<file path="src/rtl/interboard_pkg.sv">
// rtl/interboard_pkg.sv - shared constants and helpers for the inter-board transmitter
package interboard_pkg;
    localparam int TX_COUNT_W     = 16;
    localparam int DATA_W_DEFAULT = 11;

    // Channel index width; a single channel still needs one bit.
    function automatic int ch_width(input int n);
        return (n > 1) ? $clog2(n) : 1;
    endfunction
endpackage

</file>
<file path="src/rtl/interboard_tx_rr_arbiter.sv">
// rtl/interboard_tx_rr_arbiter.sv - round-robin arbiter, priority starts after the last grant
module rr_arbiter
    import interboard_pkg::*;
#(
    parameter int NUM_CH = 2
) (
    input  logic              clk,
    input  logic              reset,
    input  logic [NUM_CH-1:0] req,
    input  logic              advance,
    output logic [NUM_CH-1:0] grant
);
    localparam int CH_W = ch_width(NUM_CH);

    logic [CH_W-1:0] ptr;
    logic [CH_W-1:0] gidx;
    logic [CH_W-1:0] nxt;
    logic            found;

    always_comb begin
        grant = '0;
        gidx  = '0;
        found = 1'b0;
        for (int i = 0; i < NUM_CH; i++) begin
            logic [CH_W-1:0] sel;
            sel = CH_W'((int'(ptr) + i) % NUM_CH);
            if (!found && req[sel]) begin
                grant[sel] = 1'b1;
                gidx       = sel;
                found      = 1'b1;
            end
        end
        nxt = (gidx == CH_W'(NUM_CH - 1)) ? '0 : gidx + CH_W'(1);
    end

    always_ff @(posedge clk) begin
        if (reset) begin
            ptr <= '0;
        end else if (advance && found) begin
            ptr <= nxt;
        end
    end
endmodule

</file>
<file path="src/rtl/interboard_tx.sv">
// rtl/interboard_tx.sv - multi-channel FIFO-to-board transmitter with optional packet lock
module interboard_tx
    import interboard_pkg::*;
#(
    parameter int DATA_W   = DATA_W_DEFAULT,
    parameter int NUM_CH   = 2,
    parameter int PKT_MODE = 0,
    parameter int TAIL_BIT = DATA_W - 1,
    localparam int CH_W    = ch_width(NUM_CH)
) (
    input  logic                     input_clk,
    input  logic                     reset,
    input  logic [NUM_CH*DATA_W-1:0] fifo_data,
    input  logic [NUM_CH-1:0]        empty,
    output logic [NUM_CH-1:0]        rdreq,
    input  logic                     read_input,
    output logic                     valid,
    output logic [DATA_W-1:0]        send_data,
    output logic [CH_W-1:0]          send_ch,
    output logic [TX_COUNT_W-1:0]    tx_count
);
    logic              locked;
    logic [CH_W-1:0]   lock_ch;
    logic              transfer;
    logic              load_en;
    logic [NUM_CH-1:0] eligible;
    logic [NUM_CH-1:0] req;
    logic [NUM_CH-1:0] grant;
    logic [CH_W-1:0]   gidx;
    logic [DATA_W-1:0] gdata;

    assign transfer = valid & read_input;
    assign load_en  = ~valid | transfer;

    always_comb begin
        eligible = ~empty;
        if (locked) begin
            eligible = ~empty & (NUM_CH'(1) << lock_ch);
        end
        req = (load_en && !reset) ? eligible : '0;
    end

    rr_arbiter #(.NUM_CH(NUM_CH)) u_arb (
        .clk     (input_clk),
        .reset   (reset),
        .req     (req),
        .advance (|grant),
        .grant   (grant)
    );

    assign rdreq = grant;

    always_comb begin
        gidx = '0;
        for (int c = 0; c < NUM_CH; c++) begin
            if (grant[c]) gidx = CH_W'(c);
        end
    end

    assign gdata = fifo_data[gidx*DATA_W +: DATA_W];

    // A held word survives backpressure; a load with nothing granted drops valid.
    always_ff @(posedge input_clk) begin
        if (reset) begin
            valid     <= 1'b0;
            send_data <= '0;
            send_ch   <= '0;
            tx_count  <= '0;
            locked    <= 1'b0;
            lock_ch   <= '0;
        end else begin
            if (transfer) tx_count <= tx_count + TX_COUNT_W'(1);
            if (load_en) begin
                if (|grant) begin
                    valid     <= 1'b1;
                    send_data <= gdata;
                    send_ch   <= gidx;
                    locked    <= (PKT_MODE != 0) && !gdata[TAIL_BIT];
                    lock_ch   <= gidx;
                end else begin
                    valid <= 1'b0;
                end
            end
        end
    end
endmodule

</file>
<file path="config.mk">
export PLATFORM = sky130hd
export DESIGN_NAME = interboard_tx
export DESIGN_NICKNAME = d
export VERILOG_FILES = /design/src/rtl/interboard_pkg.sv /design/src/rtl/interboard_tx_rr_arbiter.sv /design/src/rtl/interboard_tx.sv
export SDC_FILE = /design/constraint.sdc
export NUM_CORES = 1
export LEC_CHECK = 0
export ABC_AREA = 1
export CAP_MARGIN = 20
export CORE_ASPECT_RATIO = 0.8
export CORE_MARGIN = 3
export CORE_UTILIZATION = 47
export CTS_BUF_LIST = sky130_fd_sc_hd__clkbuf_8 sky130_fd_sc_hd__clkbuf_16
export CTS_CLUSTER_DIAMETER = 100
export DETAILED_ROUTE_END_ITERATION = 12
export HOLD_SLACK_MARGIN = 0.06
export PLACE_DENSITY = 0.86
export RECOVER_POWER = 25
export SLEW_MARGIN = 20
export SYNTH_ARGS = -nofsm -noshare
export SYNTH_HDL_FRONTEND = slang
export SYNTH_SLANG_ARGS = --single-unit
</file>
<file path="constraint.sdc">
create_clock -name input_clk -period 3.8 [get_ports input_clk]
set_clock_uncertainty 0.2 [all_clocks]
set_input_delay 0.76 -clock input_clk [delete_from_list [all_inputs] [get_ports input_clk]]
set_output_delay 0.76 -clock input_clk [all_outputs]
set_load 0.1 [all_outputs]
</file>
==> impl_metrics.env, run 1 <==
export IMPL_grt_overflow=0
export IMPL_yosysMostFrequentCell="nand2_1"
export IMPL_cts_sinks=30
export IMPL_cts_max_path_buffers=2
export IMPL_fp_dieArea_um2=4090
export IMPL_cts_max_level=2
export IMPL_p_leak_nw=1.02
export IMPL_antenna_found_initial=0
export IMPL_wl_per_cell_um=11.6
export IMPL_ios=58
export IMPL_finalSetupTns_ns=0
export IMPL_cap_violations=0
export IMPL_crit_path_max_incr_delay_ns=0.46
export IMPL_path_clk_slew_ns=0.06
export IMPL_grt_pass1_wl_um=6790
export IMPL_holdCritPathClass="reg -> reg"
export IMPL_area_delta_synth_final_pct=40.5
export IMPL_layout_drive_gt1_share_pct=6.14
export IMPL_cts_resized=0
export IMPL_critPathTopFamily="buffers and inverters"
export IMPL_die_x_um=70.8
export IMPL_power_density_nw_per_um2=366
export IMPL_hpwl_um=2850
export IMPL_end_kind="primary output"
export IMPL_n_antenna_cell=0
export IMPL_synth_area_leader_cell="dfxtp_1"
export IMPL_antenna_left=0
export IMPL_ir_worst_vdd_v=0.000278
export IMPL_clock_fmax_mhz=310
export IMPL_place_inst=325
export IMPL_synth_nets=263
export IMPL_io_buffers=57
export IMPL_start_util_pct=50.0
export IMPL_drt_iter0_drc=70
export IMPL_ys_warn_count=0
export IMPL_ys_ff_latch=30
export IMPL_synth_edff_count=0
export IMPL_synth_area_per_cell_um2=6.71
export IMPL_relSlewSlack_pct=33.0
export IMPL_status="complete, no violations"
export IMPL_netlist_area_um2=1580
export IMPL_dr_pass1_iters=4
export IMPL_drt_total_wl_um=3860
export IMPL_synth_top_flop_cell="dfxtp_1"
export IMPL_synthCells=235
export IMPL_worstSkewPairLatency_ns=0.28
export IMPL_ys_seq_area_share_pct=38.1
export IMPL_grt_pass1_vias=1553
export IMPL_arrival_ns=2.26
export IMPL_cpMaxStageDelayCell="clkdlybuf4s50_1"
export IMPL_worst_slew_pin_slew_ns=1.00
export IMPL_gp_congestion=0.857
export IMPL_min_period_ns=3.22
export IMPL_grt_max_degree=24
export IMPL_synth_top_area_share_pct=38.1
export IMPL_rows=18
export IMPL_via_per_inst=4.80
export IMPL_start_kind="input port"
export IMPL_cts_setup_buffers=0
export IMPL_async_flop_share_pct=0
export IMPL_grt_usage_pct=20.6
export IMPL_cts_tree="built"
export IMPL_fin_crit_sh_pct=84.8
export IMPL_path_class="in -> out"
export IMPL_fp_coreArea_um2=3150
export IMPL_nNetsFinal=320
export IMPL_ys_top_cells_by_count="nand2_1 (70), inv_1 (38), dfxtp_1 (30), nor2_1 (20)"
export IMPL_hold_buffers=0
export IMPL_rsz0062_at_grt="no"
export IMPL_die_y_um=57.8
export IMPL_clock_tree_root_cell="clkbuf_8"
export IMPL_crit_buf_inv=4
export IMPL_setup_viol=0
export IMPL_post_route_drc_count=0
export IMPL_crit_chain="clkdlybuf4s50_1 -> inv_4 -> nand2_1 -> nor2_4 -> o21ai_4 -> inv_4 -> buf_12"
export IMPL_num_vias=1598
export IMPL_cp_num_cells=7
export IMPL_numCtsBuffers=5
export IMPL_finalMaxSlewViolations=0
export IMPL_cp_common_cell="inv_4"
export IMPL_fin_cells=333
export IMPL_hold_viol=0
export IMPL_r2r_cells=7
export IMPL_crit_fanout=22
export IMPL_synth_area_leaders="dfxtp_1 (38%), nand2_1 (17%), inv_1 (9.0%)"
export IMPL_synth_distinct_cells=29
export IMPL_cp_required_ns=2.84
export IMPL_whs_path_depth=2
==> state kept, by name (all words and copies together), names as in the netlist, named ones only <==
register / count
valid: 1
lock_ch: 1
tx_count: 16
send_data: 11
==> cell families (layout without fill, tap and decap cells) <==
kind of cell / Yosys count / after routing / synth area share, %
AOI/OAI and AO/OA: 35 / 35 / 12.8
xor gates and xnor gates: 1 / 1 / 0.555
adders and majority gates: 1 / 1 / 0.793
buffers and inverters: 50 / 108 / 14.5
DFF: 30 / 30 / 38.1
and+or+nand+nor: 118 / 118 / 33.2
==> stage by stage <==
stage | instance area, um2 | setup slack (ns) | total power [mW] | util (%) | hold slack, ns
floorplan | 1580 | 0.775 | 0.492 | - | 0.277
global placement | 2160 | 0.731 | 0.553 | 68.5 | 0.252
detailed placement | 2160 | 0.687 | 0.557 | 68.5 | 0.257
CTS | 2250 | 0.682 | 0.819 | 71.4 | 0.272
global route | 2220 | 0.454 | 0.842 | 70.3 | 0.317
finish | 2220 | 0.577 | 0.811 | 70.3 | 0.269
==> cell type report <==
type | count | area [um2]
flip-flops and latches | 30 | 601
multi-input cells | 155 | 714
fillers | 283 | 936
clock inverters | 2 | 8.76
clock buffers | 6 | 82.6
inverters | 42 | 163
repair buffers | 58 | 598
well taps | 40 | 50.0
==> tightest hold or removal path, stage by stage (launching register included) <==
cell and delay (ns):
dfxtp_1 0.31, nand2_1 0.06, a21oi_1 0.05
==> placed cells by master (no fill, tap or decap), drive strengths merged <==
master / count
a21oi: 12
a31oi: 2
buf: 3
clkbuf: 6
clkdlybuf4s50: 54
clkinv: 1
dfxtp: 30
dlygate4sd3: 1
ha: 1
inv: 43
nand2: 72
nand3: 16
nand4: 3
nor2: 25
nor3: 1
nor3b: 1
o21a: 1
o21ai: 20
xor2: 1
==> final timing paths <==
path                      end  slack, ns  startpoint
setup / recovery     rdreq[1]       0.58       reset
hold / removal        lock_ch       0.27     lock_ch
setup reg to reg  tx_count[9]       1.99       valid
hold reg to reg       lock_ch       0.27     lock_ch
==> power by group <==
group	internal [mW]	leakage, nW	switching [mW]	total [mW]
logic	0.0652	0.720	0.147	0.212
registers	0.328	0.245	0.00787	0.336
clock network	0.143	0.0524	0.120	0.263
==> per-layer routing <==
| metal | up-vias | part of all wire, % | global-route usage, % | wire [um] |
|---|---|---|---|---|
| li1 | 839 | - | - | - |
| met1 | 711 | 44 | 25.7 | 1710 |
| met2 | 40 | 49 | 34.2 | 1890 |
| met3 | 8 | 4.9 | 4.68 | 189 |
| met4 | 0 | 1.9 | 9.12 | 74 |
| met5 | - | 0 | 0 | 0 |
No activity file was read; power rests on OpenSTA's default activity.
==> run 2: changes to the inputs <==
--- a/config.mk
+++ b/config.mk
@@ -9,12 +9,12 @@
 export CAP_MARGIN = 20
 export CORE_ASPECT_RATIO = 0.8
 export CORE_MARGIN = 3
-export CORE_UTILIZATION = 47
+export CORE_UTILIZATION = 40
 export CTS_BUF_LIST = sky130_fd_sc_hd__clkbuf_8 sky130_fd_sc_hd__clkbuf_16
 export CTS_CLUSTER_DIAMETER = 100
 export DETAILED_ROUTE_END_ITERATION = 12
 export HOLD_SLACK_MARGIN = 0.06
-export PLACE_DENSITY = 0.86
+export PLACE_DENSITY = 0.78
 export RECOVER_POWER = 25
 export SLEW_MARGIN = 20
 export SYNTH_ARGS = -nofsm -noshare
==> constraint.sdc (replaced) <==
create_clock -name input_clk -period 2.9 [get_ports input_clk]
set_clock_uncertainty 0.2 [all_clocks]
set_input_delay 0.58 -clock input_clk [delete_from_list [all_inputs] [get_ports input_clk]]
set_output_delay 0.58 -clock input_clk [all_outputs]
set_load 0.1 [all_outputs]
==> impl_metrics.env, run 2 (synthesized netlist as in run 1, its figures left out) <==
export IMPL_hold_buffers=0
export IMPL_min_delay_start="lock_ch"
export IMPL_reg2reg_to="tx_count[14]"
export IMPL_path_class="in -> out"
export IMPL_end_kind="primary output"
export IMPL_power_density_nw_per_um2=470
export IMPL_area_delta_synth_final_pct=35.8
export IMPL_gp_congestion=0.792
export IMPL_grt_max_degree=24
export IMPL_status="complete, no violations"
export IMPL_worst_slew_pin_slew_ns=1.19
export IMPL_grt_pass1_vias=1414
export IMPL_final_cell_mix="nand2_1 (71), inv_1 (41), dfxtp_1 (30), clkdlybuf4s50_1 (26)"
export IMPL_place_inst=338
export IMPL_wl_per_cell_um=10.9
export IMPL_hold_slack_ns=0.267
export IMPL_n_antenna_cell=0
export IMPL_arrival_ns=1.95
export IMPL_via_per_inst=4.42
export IMPL_holdCritPathClass="reg -> reg"
export IMPL_drt_iter0_drc=52
export IMPL_relSlewSlack_pct=20.8
export IMPL_die_y_um=62.2
export IMPL_cts_resized=0
export IMPL_hpwl_um=2820
export IMPL_dr_pass1_iters=4
export IMPL_grt_pass1_wl_um=6430
export IMPL_reg2reg_from="valid"
export IMPL_layout_drive_gt1_share_pct=14.0
export IMPL_io_buffers=57
export IMPL_final_common_cell="nand2_1"
export IMPL_reg_top3="tx_count (16), send_data (11)"
export IMPL_cts_tree="built"
export IMPL_finalSetupTns_ns=0
export IMPL_min_period_ns=2.73
export IMPL_start_kind="input port"
export IMPL_antenna_left=0
export IMPL_r2r_cells=7
export IMPL_fin_cells=345
export IMPL_die_x_um=76.2
export IMPL_cts_sinks=30
export IMPL_antenna_found_initial=0
export IMPL_p_leak_nw=1.04
export IMPL_numCtsBuffers=5
export IMPL_cts_max_level=2
export IMPL_cts_setup_buffers=0
export IMPL_min_to="lock_ch"
export IMPL_num_vias=1526
export IMPL_cts_max_path_buffers=2
export IMPL_ir_worst_vdd_v=0.000297
export IMPL_clock_fmax_mhz=366
export IMPL_post_route_drc_count=0
export IMPL_start_util_pct=43.7
export IMPL_path_clk_slew_ns=0.06
export IMPL_largest_reg_flops=16
export IMPL_grt_usage_pct=16.3
export IMPL_cap_violations=0
export IMPL_fin_util_pct=59.3
export IMPL_setup_viol=0
export IMPL_regToRegSetupSlack_ns=1.27
export IMPL_nNetsFinal=321
export IMPL_cp_required_ns=2.12
export IMPL_worstSkewPairLatency_ns=0.28
export IMPL_drt_total_wl_um=3760
export IMPL_finalMaxSlewViolations=0
export IMPL_fp_dieArea_um2=4740
export IMPL_crit_fanout=13
export IMPL_clock_tree_root_cell="clkbuf_8"
export IMPL_largest_register="tx_count"
export IMPL_rsz0062_at_grt="no"
export IMPL_fin_crit_sh_pct=94.1
export IMPL_fp_coreArea_um2=3610
export IMPL_grt_overflow=0
export IMPL_ios=58
export IMPL_whs_path_depth=2
export IMPL_rows=19
export IMPL_hold_viol=0
## run 2: changes by cell type in the layout (fill, tap and decap cells not counted), sizes merged
cell and change:
clkinv -1, clkdlybuf4s50 -28, dlygate4sd3 -1, clkbuf +10, inv +1, buf +19
## run 2: worst max path at each step
stage | slack, ns | cells past startpoint | endpoint | start
6_report | 0.17 | 8 | rdreq[1] | read_input
3_3_place_gp | 0.20 | 8 | rdreq[1] | read_input
3_5_place_dp | 0.17 | 8 | rdreq[1] | read_input
4_1_cts | 0.15 | 8 | rdreq[1] | read_input
2_1_floorplan | 0.06 | 6 | rdreq[0] | valid
5_1_grt | 0.10 | 8 | rdreq[1] | read_input
## run 2: critical path, cell delays in order
cell and delay (ns):
clkdlybuf4s50_1 0.48, inv_1 0.04, nand2_1 0.11, nand2_4 0.09, nor2_4 0.13, o21ai_4 0.15, inv_4 0.17, buf_12 0.19
## run 2: final cells by class
class,instances,area (um2)
tap,52,65.1
clock buffer,5,68.8
sequential,30,601
multi-input combinational,155,746
timing repair buffer,59,492
inverter,42,163
fill,372,1470
clock inverter,2,7.51
## run 2: metrics by stage
step	area (um2)	setup WS [ns]	power, mW
finish	2140	0.170	1.01
global route	2140	0.101	1.05
CTS	2190	0.147	1.03
detailed placement	2110	0.167	0.724
global placement	2110	0.204	0.722
floorplan	1580	0.0555	0.645
## run 2: power by group
| part | switching, mW | total, mW | internal, mW |
|---|---|---|---|
| Combinational | 0.192 | 0.263 | 0.0710 |
| Clock | 0.145 | 0.303 | 0.158 |
| Sequential | 0.0101 | 0.440 | 0.430 |
| Total | 0.348 | 1.01 | 0.658 |
## run 2: routing by layer
metal	global-route usage [%]	vias up	share of wire, %
met2	24.9	30	42
met1	21.9	650	52
met3	4.62	7	4.1
li1	-	839	-
met4	6.11	0	1.6
met5	0	-	0
==> run 3: changes to the inputs <==
--- a/config.mk
+++ b/config.mk
@@ -7,11 +7,12 @@
 export LEC_CHECK = 0
 export ABC_AREA = 1
 export CAP_MARGIN = 20
-export CORE_ASPECT_RATIO = 0.8
+export CORE_ASPECT_RATIO = 0.75
 export CORE_MARGIN = 3
 export CORE_UTILIZATION = 40
 export CTS_BUF_LIST = sky130_fd_sc_hd__clkbuf_8 sky130_fd_sc_hd__clkbuf_16
 export CTS_CLUSTER_DIAMETER = 100
+export CTS_CLUSTER_SIZE = 28
 export DETAILED_ROUTE_END_ITERATION = 12
 export HOLD_SLACK_MARGIN = 0.06
 export PLACE_DENSITY = 0.78
==> impl_metrics.env, run 3 (synthesized netlist as in run 1, its figures left out) <==
export IMPL_status="complete, no violations"
export IMPL_layout_drive_gt1_share_pct=15.0
export IMPL_relSlewSlack_pct=20.2
export IMPL_num_vias=1573
export IMPL_cp_required_ns=2.12
export IMPL_via_per_inst=4.55
export IMPL_die_x_um=78.5
export IMPL_final_common_cell="nand2_1"
export IMPL_cts_max_level=2
export IMPL_crit_path_max_incr_delay_ns=0.48
export IMPL_clock_tree_root_cell="clkbuf_8"
export IMPL_io_buffers=57
export IMPL_fillers=374
export IMPL_critPathTopFamily="buffers and inverters"
export IMPL_crit_fanout=13
export IMPL_power_share_clock_pct=33.0
export IMPL_reg_top3="tx_count (16), send_data (11)"
export IMPL_finalSetupTns_ns=0
export IMPL_cts_tree="built"
export IMPL_ios=58
export IMPL_cts_max_path_buffers=2
export IMPL_wl_per_cell_um=11.1
export IMPL_numCtsBuffers=5
export IMPL_cpMaxStageDelayCell="clkdlybuf4s50_1"
export IMPL_placed_cell_area_um2=2110
export IMPL_antenna_left=0
export IMPL_finalInstanceArea_um2=2160
export IMPL_final_cell_mix="nand2_1 (71), inv_1 (40), dfxtp_1 (30), clkdlybuf4s50_1 (26), buf_4 (21)"
export IMPL_hpwl_um=2930
export IMPL_hold_viol=0
export IMPL_reg2reg_from="valid"
export IMPL_p_total_mw=1.05
export IMPL_post_route_drc_count=0
export IMPL_largest_reg_flops=16
export IMPL_pwr_share_comb_pct=25.1
export IMPL_holdCritPathClass="reg -> reg"
export IMPL_setup_viol=0
export IMPL_cap_violations=0
export IMPL_switching_share_pct=34.3
export IMPL_gp_congestion=0.742
export IMPL_start_util_pct=42.3
export IMPL_crit_chain="clkdlybuf4s50_1 -> inv_1 -> nand2_1 -> nand2_4 -> nor2_4 -> o21ai_4 -> inv_4 -> buf_12"
export IMPL_drt_total_wl_um=3850
export IMPL_die_y_um=60.4
export IMPL_area_delta_synth_final_pct=37.0
export IMPL_path_clk_slew_ns=0.06
export IMPL_grt_max_degree=24
export IMPL_p_switching_uw=360
export IMPL_rsz0062_at_grt="no"
export IMPL_cts_resized=0
export IMPL_seq_area_um2=601
export IMPL_startpoint="read_input"
export IMPL_rows=19
export IMPL_arrival_ns=1.94
export IMPL_multi_input_area_um2=746
export IMPL_crit_end="rdreq[1]"
export IMPL_whs_path_depth=2
export IMPL_worst_slew_pin_slew_ns=1.20
export IMPL_grt_usage_pct=17.7
export IMPL_power_density_nw_per_um2=485
export IMPL_n_antenna_cell=0
export IMPL_internal_power_uw=689
export IMPL_reg2reg_to="tx_count[9]"
export IMPL_dr_pass1_iters=4
export IMPL_end_kind="primary output"
export IMPL_clock_fmax_mhz=368
export IMPL_start_kind="input port"
export IMPL_path_class="in -> out"
export IMPL_crit_buf_inv=4
export IMPL_finalMaxSlewViolations=0
export IMPL_r2r_cells=7
export IMPL_cp_num_cells=8
export IMPL_grt_pass1_wl_um=6380
export IMPL_ir_worst_vdd_v=0.000362
export IMPL_antenna_found_initial=0
export IMPL_fp_coreArea_um2=3730
export IMPL_min_period_ns=2.72
export IMPL_grt_overflow=0
export IMPL_seqPwrFrac_pct=41.9
export IMPL_fp_dieArea_um2=4740
export IMPL_drt_iter0_drc=77
export IMPL_cts_sinks=30
export IMPL_grt_pass1_vias=1396
export IMPL_nNetsFinal=321
export IMPL_hold_slack_ns=0.267
export IMPL_worstSkewPairLatency_ns=0.28
export IMPL_cts_setup_buffers=0
export IMPL_hold_buffers=0
export IMPL_regToRegSetupSlack_ns=1.30
export IMPL_p_leak_nw=1.05
export IMPL_fin_crit_sh_pct=93.7
export IMPL_largest_register="tx_count"
run 3: cell types whose count changed in the layout (fill, tap and decap cells not counted):
cell and delta:
clkinv_2 +1, inv_1 -1, buf_4 +1, clkbuf_8 +1, clkbuf_1 -1
run 3: area by class of cell:
class	count	share of cell area [%]
Multi-Input combinational cell	155	34.5
Sequential cell	30	27.8
Inverter	42	7.53
Tap cell	52	3.01
Clock buffer	6	3.82
Timing Repair Buffer	59	22.9
Clock inverter	2	0.405
run 3: through the flow:
stage          util [%]  cells  setup slack, ns
2_1_floorplan         -    235           0.0555
3_3_place_gp       56.5    338            0.205
3_5_place_dp       56.5    338            0.165
4_1_cts            59.0    346            0.160
5_1_grt            57.9    346           0.0756
6_report           57.9    346            0.182
run 3: worst reg2reg max path: cells and delay by family (launching register included):
kind	cells	cell delay, ns
flip-flops	1	0.34
AND/OR/NAND/NOR	7	0.97
run 3: how the worst min path moves through the flow:
stage	from	to
floorplan	register	register
global placement	lock_ch	lock_ch
detailed placement	lock_ch	lock_ch
CTS	lock_ch	lock_ch
global route	lock_ch	lock_ch
finish	lock_ch	lock_ch
run 3: power groups by stage:
stage                     Clock [mW]  Sequential (mW)  Combinational (mW)
final                          0.346            0.439               0.264
after global routing           0.371            0.441               0.280
after global placement             0            0.449               0.273
after floorplan                    0            0.564              0.0809
after detailed placement           0            0.449               0.275
after CTS                      0.355            0.440               0.276
run 3: per-layer routing:
layer	up-vias	share of wire, %	global-route usage (%)
met2	36	43	28.1
met5	-	0	0
li1	842	-	-
met1	686	49	22.4
met3	9	4.2	4.45
met4	0	3.1	9.98
